[src/rtl/apb_master_ctrl.sv]
// APB4 requester: turns single valid/ready commands into SETUP/ACCESS transfers
// toward two address-decoded slaves and returns data/error on a response port.
module apb_master_ctrl #(
    parameter int                    ADDR_WIDTH     = 32,
    parameter int                    DATA_WIDTH     = 32,
    parameter logic [ADDR_WIDTH-1:0] A_START_SLAVE0 = 'h0000_1000,
    parameter logic [ADDR_WIDTH-1:0] A_END_SLAVE0   = 'h0000_1FFF,
    parameter logic [ADDR_WIDTH-1:0] A_START_SLAVE1 = 'h0000_2000,
    parameter logic [ADDR_WIDTH-1:0] A_END_SLAVE1   = 'h0000_2FFF,
    parameter int                    TIMEOUT_CYCLES = 16
) (
    input  logic                  PCLK,
    input  logic                  PRESETn,
    input  logic                  cmd_valid,
    output logic                  cmd_ready,
    input  logic                  cmd_write,
    input  logic [ADDR_WIDTH-1:0] cmd_addr,
    input  logic [DATA_WIDTH-1:0] cmd_wdata,
    input  logic [3:0]            cmd_strb,
    input  logic [2:0]            cmd_prot,
    output logic                  rsp_valid,
    input  logic                  rsp_ready,
    output logic [DATA_WIDTH-1:0] rsp_rdata,
    output logic                  rsp_err,
    output logic                  PSEL_S0,
    output logic                  PSEL_S1,
    output logic                  PENABLE,
    output logic                  PWRITE,
    output logic [ADDR_WIDTH-1:0] PADDR,
    output logic [DATA_WIDTH-1:0] PWDATA,
    output logic [3:0]            PSTRB,
    output logic [2:0]            PPROT,
    input  logic [DATA_WIDTH-1:0] PRDATA_S0,
    input  logic [DATA_WIDTH-1:0] PRDATA_S1,
    input  logic                  PREADY_S0,
    input  logic                  PREADY_S1,
    input  logic                  PSLVERR_S0,
    input  logic                  PSLVERR_S1
);

    // A zero TIMEOUT_CYCLES would give a zero-width counter, so keep one bit.
    localparam int CNT_W = (TIMEOUT_CYCLES > 0) ? $clog2(TIMEOUT_CYCLES + 1) : 1;
    localparam logic [CNT_W-1:0] TO_LAST = CNT_W'((TIMEOUT_CYCLES > 0) ? TIMEOUT_CYCLES - 1 : 0);

    typedef enum logic [1:0] {IDLE, SETUP, ACCESS, RESP} state_t;

    state_t                  state;
    logic [CNT_W-1:0]        to_cnt;
    logic                    hit_s0;
    logic                    hit_s1;
    logic                    sel_ready;
    logic                    sel_slverr;
    logic [DATA_WIDTH-1:0]   sel_rdata;
    logic                    timeout_hit;

    always_comb begin
        hit_s0      = (cmd_addr >= A_START_SLAVE0) && (cmd_addr <= A_END_SLAVE0);
        hit_s1      = (cmd_addr >= A_START_SLAVE1) && (cmd_addr <= A_END_SLAVE1);
        sel_ready   = PSEL_S1 ? PREADY_S1  : PREADY_S0;
        sel_slverr  = PSEL_S1 ? PSLVERR_S1 : PSLVERR_S0;
        sel_rdata   = PSEL_S1 ? PRDATA_S1  : PRDATA_S0;
        timeout_hit = (TIMEOUT_CYCLES != 0) && (to_cnt == TO_LAST);
    end

    always_ff @(posedge PCLK or negedge PRESETn) begin
        if (!PRESETn) begin
            state     <= IDLE;
            to_cnt    <= '0;
            cmd_ready <= 1'b0;
            rsp_valid <= 1'b0;
            rsp_rdata <= '0;
            rsp_err   <= 1'b0;
            PSEL_S0   <= 1'b0;
            PSEL_S1   <= 1'b0;
            PENABLE   <= 1'b0;
            PWRITE    <= 1'b0;
            PADDR     <= '0;
            PWDATA    <= '0;
            PSTRB     <= '0;
            PPROT     <= '0;
        end else begin
            case (state)
                IDLE: begin
                    cmd_ready <= 1'b1;
                    if (cmd_valid && cmd_ready) begin
                        cmd_ready <= 1'b0;
                        PADDR     <= cmd_addr;
                        PWDATA    <= cmd_wdata;
                        PWRITE    <= cmd_write;
                        PSTRB     <= cmd_write ? cmd_strb : 4'b0000;
                        PPROT     <= cmd_prot;
                        to_cnt    <= '0;
                        if (hit_s0 || hit_s1) begin
                            PSEL_S0 <= hit_s0;
                            PSEL_S1 <= hit_s1 && !hit_s0;
                            state   <= SETUP;
                        end else begin
                            // Unmapped address: answer at once without touching the bus.
                            rsp_valid <= 1'b1;
                            rsp_err   <= 1'b1;
                            rsp_rdata <= '0;
                            state     <= RESP;
                        end
                    end
                end
                SETUP: begin
                    PENABLE <= 1'b1;
                    state   <= ACCESS;
                end
                ACCESS: begin
                    if (sel_ready) begin
                        PSEL_S0   <= 1'b0;
                        PSEL_S1   <= 1'b0;
                        PENABLE   <= 1'b0;
                        rsp_valid <= 1'b1;
                        rsp_err   <= sel_slverr;
                        rsp_rdata <= PWRITE ? '0 : sel_rdata;
                        state     <= RESP;
                    end else if (timeout_hit) begin
                        PSEL_S0   <= 1'b0;
                        PSEL_S1   <= 1'b0;
                        PENABLE   <= 1'b0;
                        rsp_valid <= 1'b1;
                        rsp_err   <= 1'b1;
                        rsp_rdata <= '0;
                        state     <= RESP;
                    end else if (TIMEOUT_CYCLES != 0) begin
                        to_cnt <= to_cnt + 1'b1;
                    end
                end
                RESP: begin
                    if (rsp_ready) begin
                        rsp_valid <= 1'b0;
                        cmd_ready <= 1'b1;
                        state     <= IDLE;
                    end
                end
                default: state <= IDLE;
            endcase
        end
    end

endmodule
[config.mk]
export PLATFORM = sky130hd
export DESIGN_NAME = apb_master_ctrl
export DESIGN_NICKNAME = d
export VERILOG_FILES = /design/src/rtl/apb_master_ctrl.sv
export SDC_FILE = /design/constraint.sdc
export NUM_CORES = 1
export LEC_CHECK = 0
export ABC_AREA = 1
export BUFFER_PORTS_ARGS = -buffer_cell sky130_fd_sc_hd__buf_2
export CORE_UTILIZATION = 50
export DETAILED_ROUTE_END_ITERATION = 12
export MAX_ROUTING_LAYER = met4
export PLACE_DENSITY = 0.85
export SYNTH_ARGS = -nofsm -noshare
export SYNTH_HDL_FRONTEND = slang
export SYNTH_SLANG_ARGS = --single-unit
export TNS_END_PERCENT = 30
[constraint.sdc]
create_clock -name PCLK -period 2.5 [get_ports PCLK]
set_input_delay 0.25 -clock PCLK [delete_from_list [all_inputs] [get_ports PCLK]]
set_output_delay 0.25 -clock PCLK [all_outputs]
set_load 0.05 [all_outputs]
==> results of run 1 <==
==> cells in the mapped netlist, drive strengths merged, types with 2 or more instances <==
| cell | number |
|---|---|
| nand2 | 367 |
| dfrtp | 117 |
| nand3 | 46 |
| a21oi | 33 |
| buf | 23 |
| nor2 | 21 |
| inv | 19 |
| clkbuf | 12 |
| o21ai | 12 |
| ha | 5 |
| nand4 | 5 |
| a22oi | 2 |
==> per-layer routing <==
metal | vias to the layer above | global-route usage (%) | routed length [µm]
li1 | 2730 | - | -
met1 | 2678 | 35.9 | 6490
met2 | 328 | 55.0 | 8710
met3 | 103 | 10.1 | 1170
met4 | 0 | 23.6 | 1120
met5 | - | - | 0
==> worst min-delay path: cells and delay by family <==
| family | cells | cell delay [ns] |
|---|---|---|
| AO/OA/AOI/OAI | 1 | 0.13 |
| buffers and inverters | 2 | 0.14 |
==> final timing paths <==
check / end / from / cells after the start / slack (ns)
worst max-delay path: PSEL_S1 / PSEL_S1 / 2 / 0.52
worst min-delay path: PADDR[13] / cmd_addr[13] / 3 / 0.06
worst max register to register: rsp_rdata[3] / PSEL_S1 / 9 / 0.53
worst min register to register: rsp_rdata[18] / rsp_rdata[18] / 2 / 0.46
max in group asynchronous: PADDR[26] / PRESETn / 3 / 1.69
min in group asynchronous: rsp_rdata[5] / PRESETn / 2 / 0.13
==> per-stage QoR <==
| stage | area [µm²] | std cells | hold slack, ns |
|---|---|---|---|
| floorplan | 5320 | 668 | -0.0456 |
| global placement | 6670 | 1031 | 0.107 |
| detailed placement | 6670 | 1031 | 0.104 |
| CTS | 8020 | 1133 | 0.0393 |
| global route | 8030 | 1135 | 0.0531 |
| finish | 8030 | 1135 | 0.0557 |
==> logic make-up after synthesis <==
kind of cell	count (synthesis)	synth area share, %
buffers and inverters	54	4.96
and+or+nand+nor	442	33.6
muxes	1	0.188
adders and majority gates	5	1.18
AOI/OAI and AO/OA	48	4.89
xor gates and xnor gates	1	0.165
DFF	117	55.0
==> final cells by class <==
| cell class | instances | area [µm²] |
|---|---|---|
| multi-input cells | 497 | 2130 |
| clock inverters | 15 | 240 |
| well taps | 136 | 170 |
| clock buffers | 17 | 414 |
| repair buffers | 332 | 2060 |
| flip-flops and latches | 117 | 2930 |
| inverters | 19 | 78.8 |
| fillers | 699 | 2290 |
| diodes | 2 | 5.00 |
==> power breakdown <==
group          switching [µW]  leakage [µW]  internal (µW)
Combinational            4560       0.00279           1280
Sequential                438       0.00151           2680
Clock                     938      0.000321           1750
==> flip-flops by register name, summed over array words and instances, names as in the netlist, 2 cells and up <==
register	flops
to_cnt	5
PPROT	3
PADDR	32
state	2
PWDATA	32
PSTRB	4
rsp_rdata	32
==> reports/summary.txt, run 1 <==
=================================================================================
First-pass GRT wire length                                                28.2 mm
Accumulated negative setup slack                                             0 ns
Rows                                                                           37
Time the worst path needs with I/O delays and setup                       1.98 ns
Number of flops mapped to enable cells by yosys                                 0
Final cell utilization of the core                                          77.8%
Initial Util                                                                51.6%
Critical Path Sink Type                                              primary output
Post-synthesis cell type count                                                 29
Global-route usage over all layers                                          34.1%
Area of the die                                                        0.0111 mm²
Highest clock frequency the design can meet                               506 MHz
Total number of H-tree levels                                                   4
Global placer's final weighted congestion                                   0.811
Insertion delay to the later sink of the worst-skew pair                  0.51 ns
Total number of vias                                                         5839
Buffer count from post-CTS setup fixing                                         0
Setup WS pre-CTS                                                         0.591 ns
Die outline height                                                         105 µm
Result of the run                                                    finished clean
Avg Cell Area, Syn                                                       7.97 µm²
Smallest setup slack after layout                                        0.524 ns
DR pass1 iterations                                                             5
Overall power consumption                                                11600 µW
Clock Sinks                                                                   117
Power density normalized to cell area                                 1450 mW/mm²
Number of nets in the layout                                                 1133
Classification of the worst-slack hold path                          input pin to flop
Dominant delay contributor by cell family on the critical path       buffers and inverters
Seq cells post-synth                                                          117
Worst stage delay on the critical path                                    0.54 ns
Remaining antenna violation count                                               0
Post-Synthesis Net Count                                                      817
Most frequent cells in the layout                                    sky130_fd_sc_hd__nand2_1 (364), sky130_fd_sc_hd__buf_2 (252), sky130_fd_sc_hd__dfrtp_1 (117)
Maximum number of pins on one net before global-route repair                   74
Maximum VDD drop                                                         0.893 mV
Number of buffer and inverter instances along the worst setup path              2
Maxcap violations                                                               0
Max Transition Viols Final                                                      0
Arrival time at the worst endpoint                                        1.73 ns
Core Box Area                                                          0.0103 mm²
Synth async-reset ratio                                                      100%
Input/output buffers                                                          253
Final number of hold-violating endpoints                                        0
Lkg Pwr                                                                0.00463 µW
Final setup violation count                                                     0
Final routed wire length divided by cell count                            15.4 µm
Clk_skew                                                               0.00851 ns
DRC violations left                                                             0
Post-DR vias/cell                                                            5.14
Slew @ Worst Pin                                                         0.448 ns
Relative slew slack                                                         70.2%
Aggregate routed wire length                                              17.5 mm
CTS tree                                                                     done
Combined area of all synthesized cells                                0.00532 mm²
Clock root buffer                                                    sky130_fd_sc_hd__clkbuf_8
Vias in the first global route                                               5873
Ratio of cells with drive above 1 in the final layout                       31.0%
Maximum net fanout on the critical path                                        30
Required arrival time at the worst endpoint                               2.25 ns
I/O Pins                                                                      254
Sequential-to-total area share from yosys stat                              55.0%
RSZ-0062 raised after global routing                                           no
Yosys warns                                                                     0
Number of instances in the synthesized netlist                                668
CTS Buf Count                                                                  17
# hold bufs at CTS                                                             70
Area contributors post-synth                                         sky130_fd_sc_hd__dfrtp_1 (55%), sky130_fd_sc_hd__nand2_1 (26%), sky130_fd_sc_hd__nand3_1 (4.0%), sky130_fd_sc_hd__a21oi_1 (3.1%), sky130_fd_sc_hd__buf_2 (1.8%)
Sequence of cells on the critical path                               buf_4, buf_2
Drt initial violations                                                        494
Initial antenna violation count                                                 1
Most common flop cell mapped by yosys                                sky130_fd_sc_hd__dfrtp_1
Post-CTS sizing                                                                 0
Max clock buf depth                                                             2
CP max-delay cell                                                    sky130_fd_sc_hd__dfrtp_1
Die W                                                                      105 µm
Worst setup SP type                                                          flop
Largest area contributor in the synthesized netlist                  sky130_fd_sc_hd__dfrtp_1
Critical path class                                                  flop to primary output
Final critical-path share of the clock period                               79.0%
GR Overflow Total                                                               0
Synth top area share                                                        55.0%
Most common library cell in the layout ignoring fill and taps        sky130_fd_sc_hd__nand2_1
Clock transition at the registers of the reported paths                   0.06 ns
DP Wirelength                                                             10.3 mm
Post-synthesis to final-layout area growth                                  50.8%
=================================================================================
No activity file was read; power rests on OpenSTA's default activity.
==> inputs of run 2 (changes only) <==
--- a/config.mk
+++ b/config.mk
@@ -7,10 +7,10 @@
 export LEC_CHECK = 0
 export ABC_AREA = 1
 export BUFFER_PORTS_ARGS = -buffer_cell sky130_fd_sc_hd__buf_2
-export CORE_UTILIZATION = 50
+export CORE_UTILIZATION = 42
 export DETAILED_ROUTE_END_ITERATION = 12
 export MAX_ROUTING_LAYER = met4
-export PLACE_DENSITY = 0.85
+export PLACE_DENSITY = 0.76
 export SYNTH_ARGS = -nofsm -noshare
 export SYNTH_HDL_FRONTEND = slang
 export SYNTH_SLANG_ARGS = --single-unit
==> constraint.sdc (replaced) <==
create_clock -name PCLK -period 1.7 [get_ports PCLK]
set_input_delay 0.17 -clock PCLK [delete_from_list [all_inputs] [get_ports PCLK]]
set_output_delay 0.17 -clock PCLK [all_outputs]
set_load 0.05 [all_outputs]
==> reports/summary.txt, run 2 (synthesized netlist as in run 1, its figures left out) <==
============================================================================
Clock root buffer                                               sky130_fd_sc_hd__clkbuf_16
Smallest setup slack after layout                                  0.0113 ns
Clock Sinks                                                              117
Core Box Area                                                     0.0122 mm²
Relative slew slack                                                    71.7%
Post-DR vias/cell                                                       4.85
Design internal power                                                8790 µW
CTS tree                                                                done
Global placer's final weighted congestion                              0.817
Met1 track demand over resource in global routing                      29.9%
Total number of vias                                                    5752
Aggregate routed wire length                                         17.5 mm
Global-route usage over all layers                                     27.2%
Maximum number of pins on one net before global-route repair              74
Part of the power in registers                                         25.7%
Final routed wire length divided by cell count                       14.8 µm
Number of nets in the layout                                            1153
I/O Pins                                                                 254
Lkg Pwr                                                           0.00476 µW
GR Overflow Total                                                          0
Arrival time at the worst endpoint                                   2.03 ns
Slew @ Worst Pin                                                    0.424 ns
DR pass1 iterations                                                        5
Result of the run                                               finished clean
Max clock buf depth                                                        2
Maximum net fanout on the critical path                                   27
DRC violations left                                                        0
Most repeated library cell on the critical path                 sky130_fd_sc_hd__nand2_1
Met2 track demand over resource                                        45.9%
Total number of H-tree levels                                              4
First-pass GRT wire length                                           26.7 mm
Sequence of cells on the critical path                          inv_1, ha_2, nand2_1, nand2_8, buf_12, nand3_1, nand2_1
Setup WS pre-CTS                                                   0.0287 ns
Initial antenna violation count                                            0
Worst setup SP type                                                     flop
Rows                                                                      40
Combinational share of power                                           53.9%
Vias in the first global route                                          5615
Final number of hold-violating endpoints                                   0
Share of total power consumed by net switching                         50.3%
CP max-delay cell                                               sky130_fd_sc_hd__dfrtp_1
Net switching component of the power                                 8890 µW
Drt initial violations                                                   354
Required arrival time at the worst endpoint                          2.04 ns
Most common library cell in the layout ignoring fill and taps   sky130_fd_sc_hd__nand2_1
Maxcap violations                                                          0
CTS Buf Count                                                             17
Max Transition Viols Final                                                 0
Flop-to-flop setup slack                                             0.01 ns
Input/output buffers                                                     253
Final setup violation count                                                0
Clock transition at the registers of the reported paths              0.05 ns
Time the worst path needs with I/O delays and setup                  1.69 ns
Worst stage delay on the critical path                               0.38 ns
Footprint of the multi-input gates                               0.00227 mm²
Clk_skew                                                          0.00871 ns
Clock network fraction of total power                                  20.4%
Number of fill cells in the layout                                       931
Power density normalized to cell area                            2090 mW/mm²
DP Wirelength                                                        10.7 mm
Remaining antenna violation count                                          0
Insertion delay to the later sink of the worst-skew pair             0.41 ns
Final critical-path share of the clock period                          99.3%
Critical path class                                             flop to flop
Most crowded layer after global routing                                 met2
RSZ-0062 raised after global routing                                     yes
Maximum VDD drop                                                     1.16 mV
Die W                                                                 115 µm
Top flop regs                                                   PADDR (32), PWDATA (32), rsp_rdata (32)
Die outline height                                                    115 µm
Post-synthesis to final-layout area growth                             58.9%
Most frequent cells in the layout                               sky130_fd_sc_hd__nand2_1 (362), sky130_fd_sc_hd__buf_2 (251), sky130_fd_sc_hd__dfrtp_1 (117)
Area of the die                                                   0.0131 mm²
Register area                                                    0.00293 mm²
Initial Util                                                           43.8%
Diode count                                                                0
Classification of the worst-slack hold path                     input pin to flop
Ratio of cells with drive above 1 in the final layout                  34.1%
Highest clock frequency the design can meet                          592 MHz
Worst hold slack after final layout                                0.0638 ns
Critical Path Sink Type                                                 flop
Met3 Resource Use GR                                                   6.41%
============================================================================
-- run 2: cell types whose count changed in the layout (fill, tap and decap cells not counted), moves of 3 or more --
cell / before / now
sky130_fd_sc_hd__buf_4: 8 / 13
sky130_fd_sc_hd__ha_1: 5 / 2
sky130_fd_sc_hd__nand3_2: 3 / 13
sky130_fd_sc_hd__nor2_1: 20 / 17
sky130_fd_sc_hd__buf_12: 2 / 10
sky130_fd_sc_hd__nor2_2: 0 / 3
sky130_fd_sc_hd__inv_6: 7 / 2
sky130_fd_sc_hd__clkbuf_1: 0 / 4
sky130_fd_sc_hd__clkinv_2: 0 / 4
sky130_fd_sc_hd__clkbuf_16: 16 / 20
sky130_fd_sc_hd__nand3_1: 43 / 31
sky130_fd_sc_hd__ha_2: 0 / 3
sky130_fd_sc_hd__nand2_8: 1 / 4
-- run 2: final cells by class --
cell class | instances | area share (%)
flip-flops and latches | 117 | 34.6
repair buffers | 350 | 27.9
multi-input cells | 498 | 26.8
clock buffers | 23 | 5.53
well taps | 168 | 2.49
clock inverters | 9 | 1.49
inverters | 19 | 1.05
repair inverters | 1 | 0.104
-- run 2: worst max-delay path, delay by kind of cell (launching register included) --
kind	cells	cell delay, ns
flip-flops	1	0.38
AND/OR/NAND/NOR	4	0.62
adder cells (fa/ha/maj)	1	0.30
buffers and inverters	2	0.31
-- run 2: final timing paths --
path / from / endpoint / cells past startpoint
max: state[0] / rsp_rdata[7] / 7
min: cmd_addr[13] / PADDR[13] / 3
max reg2reg: state[0] / rsp_rdata[7] / 7
min reg2reg: PWDATA[2] / PWDATA[2] / 2
max in group asynchronous: PRESETn / PADDR[21] / 3
min in group asynchronous: PRESETn / rsp_rdata[23] / 2
-- run 2: power groups by stage --
stage	Combinational (µW)	Clock (µW)	Sequential, µW
2_1_floorplan	2520	0	8370
3_3_place_gp	8560	0	4510
3_5_place_dp	8660	0	4540
4_1_cts	8800	3660	4520
5_1_grt	10100	3770	4680
6_report	9530	3600	4550
-- run 2: timing repair --
item / CTS / global route
endpoints found under the hold margin: 94 / 0
pin swaps: 0 / 8
setup buffers: 0 / 0
endpoints found under the setup margin: 2 / 37
resized for setup: 2 / 32
hold buffers: 70 / 0
gates cloned: 0 / 6
-- run 2: layer usage --
metal	vias up	wire [µm]
met2	234	8840
met3	56	986
met4	0	641
met1	2692	7070
li1	2770	-
met5	-	0
-- run 2: metrics by stage --
step,cells,setup TNS (ns),total power (µW),area (µm²),util (%)
3_5_place_dp,1077,0,13200,6910,56.9
5_1_grt,1185,-0.685,18600,8460,69.5
4_1_cts,1179,0,17000,8210,67.5
6_report,1185,0,17700,8460,69.5
2_1_floorplan,668,0,10900,5320,-
3_3_place_gp,1077,0,13100,6910,56.9
==> inputs of run 3 (changes only) <==
==> constraint.sdc (replaced) <==
create_clock -name PCLK -period 1.43 [get_ports PCLK]
set_input_delay 0.143 -clock PCLK [delete_from_list [all_inputs] [get_ports PCLK]]
set_output_delay 0.143 -clock PCLK [all_outputs]
set_load 0.05 [all_outputs]
==> reports/summary.txt, run 3 (synthesized netlist as in run 1, its figures left out) <==
=================================================================================
Design internal power                                                    10500 µW
DP Wirelength                                                             10.5 mm
Total number of vias                                                         5656
Rows                                                                           40
Footprint of the multi-input gates                                    0.00223 mm²
Area after detailed placement                                         0.00695 mm²
Final routed wire length divided by cell count                            13.7 µm
Global placer's final weighted congestion                                   0.880
Failing checks                                                       negative setup slack
Most frequent cells in the layout                                    sky130_fd_sc_hd__nand2_1 (360), sky130_fd_sc_hd__buf_2 (251), sky130_fd_sc_hd__dfrtp_1 (115)
DRC violations left                                                             0
First-pass GRT wire length                                                25.7 mm
Number of placed instances with taps included                                1083
CTS Buf Count                                                                  17
Critical path class                                                  flop to flop
Relative slew slack                                                         72.4%
Initial Util                                                                43.8%
Die W                                                                      115 µm
DR pass1 iterations                                                             5
Remaining antenna violation count                                               0
Area of the die                                                        0.0131 mm²
Final critical-path share of the clock period                                112%
Top flop regs                                                        PADDR (32), PWDATA (32), rsp_rdata (32)
Ratio of cells with drive above 1 in the final layout                       34.7%
Share of total power consumed by net switching                              49.5%
Net switching component of the power                                     10300 µW
Post-DR vias/cell                                                            4.74
GR Overflow Total                                                               0
Max Transition Viols Final                                                      0
Aggregate routed wire length                                              16.3 mm
Number of nets in the layout                                                 1159
Clock Sinks                                                                   117
Post-synthesis to final-layout area growth                                  58.8%
Die outline height                                                         115 µm
Maxcap violations                                                               0
Slew @ Worst Pin                                                         0.414 ns
Initial antenna violation count                                                 2
Arrival time at the worst endpoint                                        1.89 ns
Total number of H-tree levels                                                   4
Number of buffer and inverter instances along the worst setup path              3
Result of the run                                                    finished with violations
Clock root buffer                                                    sky130_fd_sc_hd__clkbuf_16
Power density normalized to cell area                                 2460 mW/mm²
I/O Pins                                                                      254
Post-route insts no fill                                                     1192
Setup WS pre-CTS                                                        -0.196 ns
Overall power consumption                                                20800 µW
Maximum number of pins on one net before global-route repair                   57
Final setup violation count                                                    73
CP max-delay cell                                                    sky130_fd_sc_hd__dfrtp_1
Number of fill cells in the layout                                            996
Final standard cell area without fillers                              0.00845 mm²
Highest clock frequency the design can meet                               624 MHz
Dominant delay contributor by cell family on the critical path       simple AND/OR/NAND/NOR gates
Maximum VDD drop                                                          1.20 mV
Time the worst path needs with I/O delays and setup                       1.60 ns
Final number of hold-violating endpoints                                        0
Clock transition at the registers of the reported paths                   0.05 ns
Worst setup SP type                                                          flop
Maximum net fanout on the critical path                                        10
Core Box Area                                                          0.0122 mm²
Max clock buf depth                                                             2
Input/output buffers                                                          253
Register area                                                         0.00293 mm²
Drt initial violations                                                        363
Smallest setup slack after layout                                       -0.173 ns
Part of the power in registers                                              25.8%
Classification of the worst-slack hold path                          input pin to flop
Critical Path Sink Type                                                      flop
Required arrival time at the worst endpoint                               1.72 ns
CTS tree                                                                     done
Lkg Pwr                                                                0.00478 µW
Combinational share of power                                                53.7%
Worst stage delay on the critical path                                    0.38 ns
Vias in the first global route                                               5467
Insertion delay to the later sink of the worst-skew pair                  0.41 ns
RSZ-0062 raised after global routing                                          yes
Global-route usage over all layers                                          26.2%
Most repeated library cell on the critical path                      sky130_fd_sc_hd__ha_2
Clk_skew                                                               0.00560 ns
Sequence of cells on the critical path                               ha_2, nand2_2, nor2_2, ha_2, inv_2, nand3_4, nand2_4, inv_8, buf_12, nand3_1, nand2_1
Clock network fraction of total power                                       20.5%
Most common library cell in the layout ignoring fill and taps        sky130_fd_sc_hd__nand2_1
=================================================================================
==> run 3: cell types whose count changed in the layout (fill, tap and decap cells not counted), sizes merged <==
| cell | change |
|---|---|
| diode | +2 |
| clkinvlp | -1 |
| buf | +9 |
| inv | +1 |
| clkbuf | -5 |
| clkinv | +1 |
==> run 3: metal layers <==
metal	routed length, µm	track usage (%)
met5	0	-
met4	541	14.1
met3	659	4.71
met2	8510	44.3
met1	6580	29.5
==> run 3: path summary, 6_finish.rpt <==
kind | from | endpoint | slack (ns) | cells after the start
worst max-delay path | to_cnt[0] | rsp_rdata[24] | -0.17 | 11
worst min-delay path | cmd_addr[12] | PADDR[12] | 0.06 | 3
worst max register to register | to_cnt[0] | rsp_rdata[24] | -0.17 | 11
worst min register to register | PADDR[10] | PADDR[10] | 0.46 | 2
max in group asynchronous | PRESETn | PWDATA[27] | 0.69 | 3
min in group asynchronous | PRESETn | rsp_rdata[28] | 0.22 | 2
==> run 3: what timing repair did <==
action	in CTS	in global routing
endpoints found under the setup margin	46	116
hold buffers	70	0
resized for setup	24	7
pin swaps	8	3
hold endpoints to repair	94	0
gates cloned	3	1
setup buffers	2	0
==> run 3: area by class of cell <==
class | instances | share of cell area [%]
repair buffers | 356 | 28.2
diodes | 2 | 0.0592
inverters | 19 | 0.992
clock buffers | 21 | 5.57
well taps | 168 | 2.49
clock inverters | 10 | 1.52
repair inverters | 1 | 0.0444
multi-input cells | 498 | 26.4
flip-flops and latches | 117 | 34.7
==> run 3: tightest hold or removal path, cell delays in order <==
cell and delay [ns]:
sky130_fd_sc_hd__buf_2 0.07, sky130_fd_sc_hd__inv_1 0.06, sky130_fd_sc_hd__o21ai_0 0.15
==> run 3: power groups by stage <==
stage / Sequential (µW) / Combinational [µW] / Clock (µW)
2_1_floorplan: 9960 / 3080 / 0
3_3_place_gp: 5360 / 10300 / 0
3_5_place_dp: 5390 / 10400 / 0
4_1_cts: 5360 / 11000 / 4310
5_1_grt: 5530 / 11900 / 4470
6_report: 5370 / 11200 / 4260
==> run 3: through the flow <==
stage / hold WS, ns / setup TNS (ns) / util (%)
after CTS: 0.0417 / -5.45 / 69.1
after global routing: 0.0562 / -14.28 / 69.5
after floorplan: -0.153 / -3.95 / -
after global placement: 0.101 / -5.57 / 57.2
final: 0.0637 / -6.23 / 69.5
after detailed placement: 0.0960 / -6.64 / 57.2
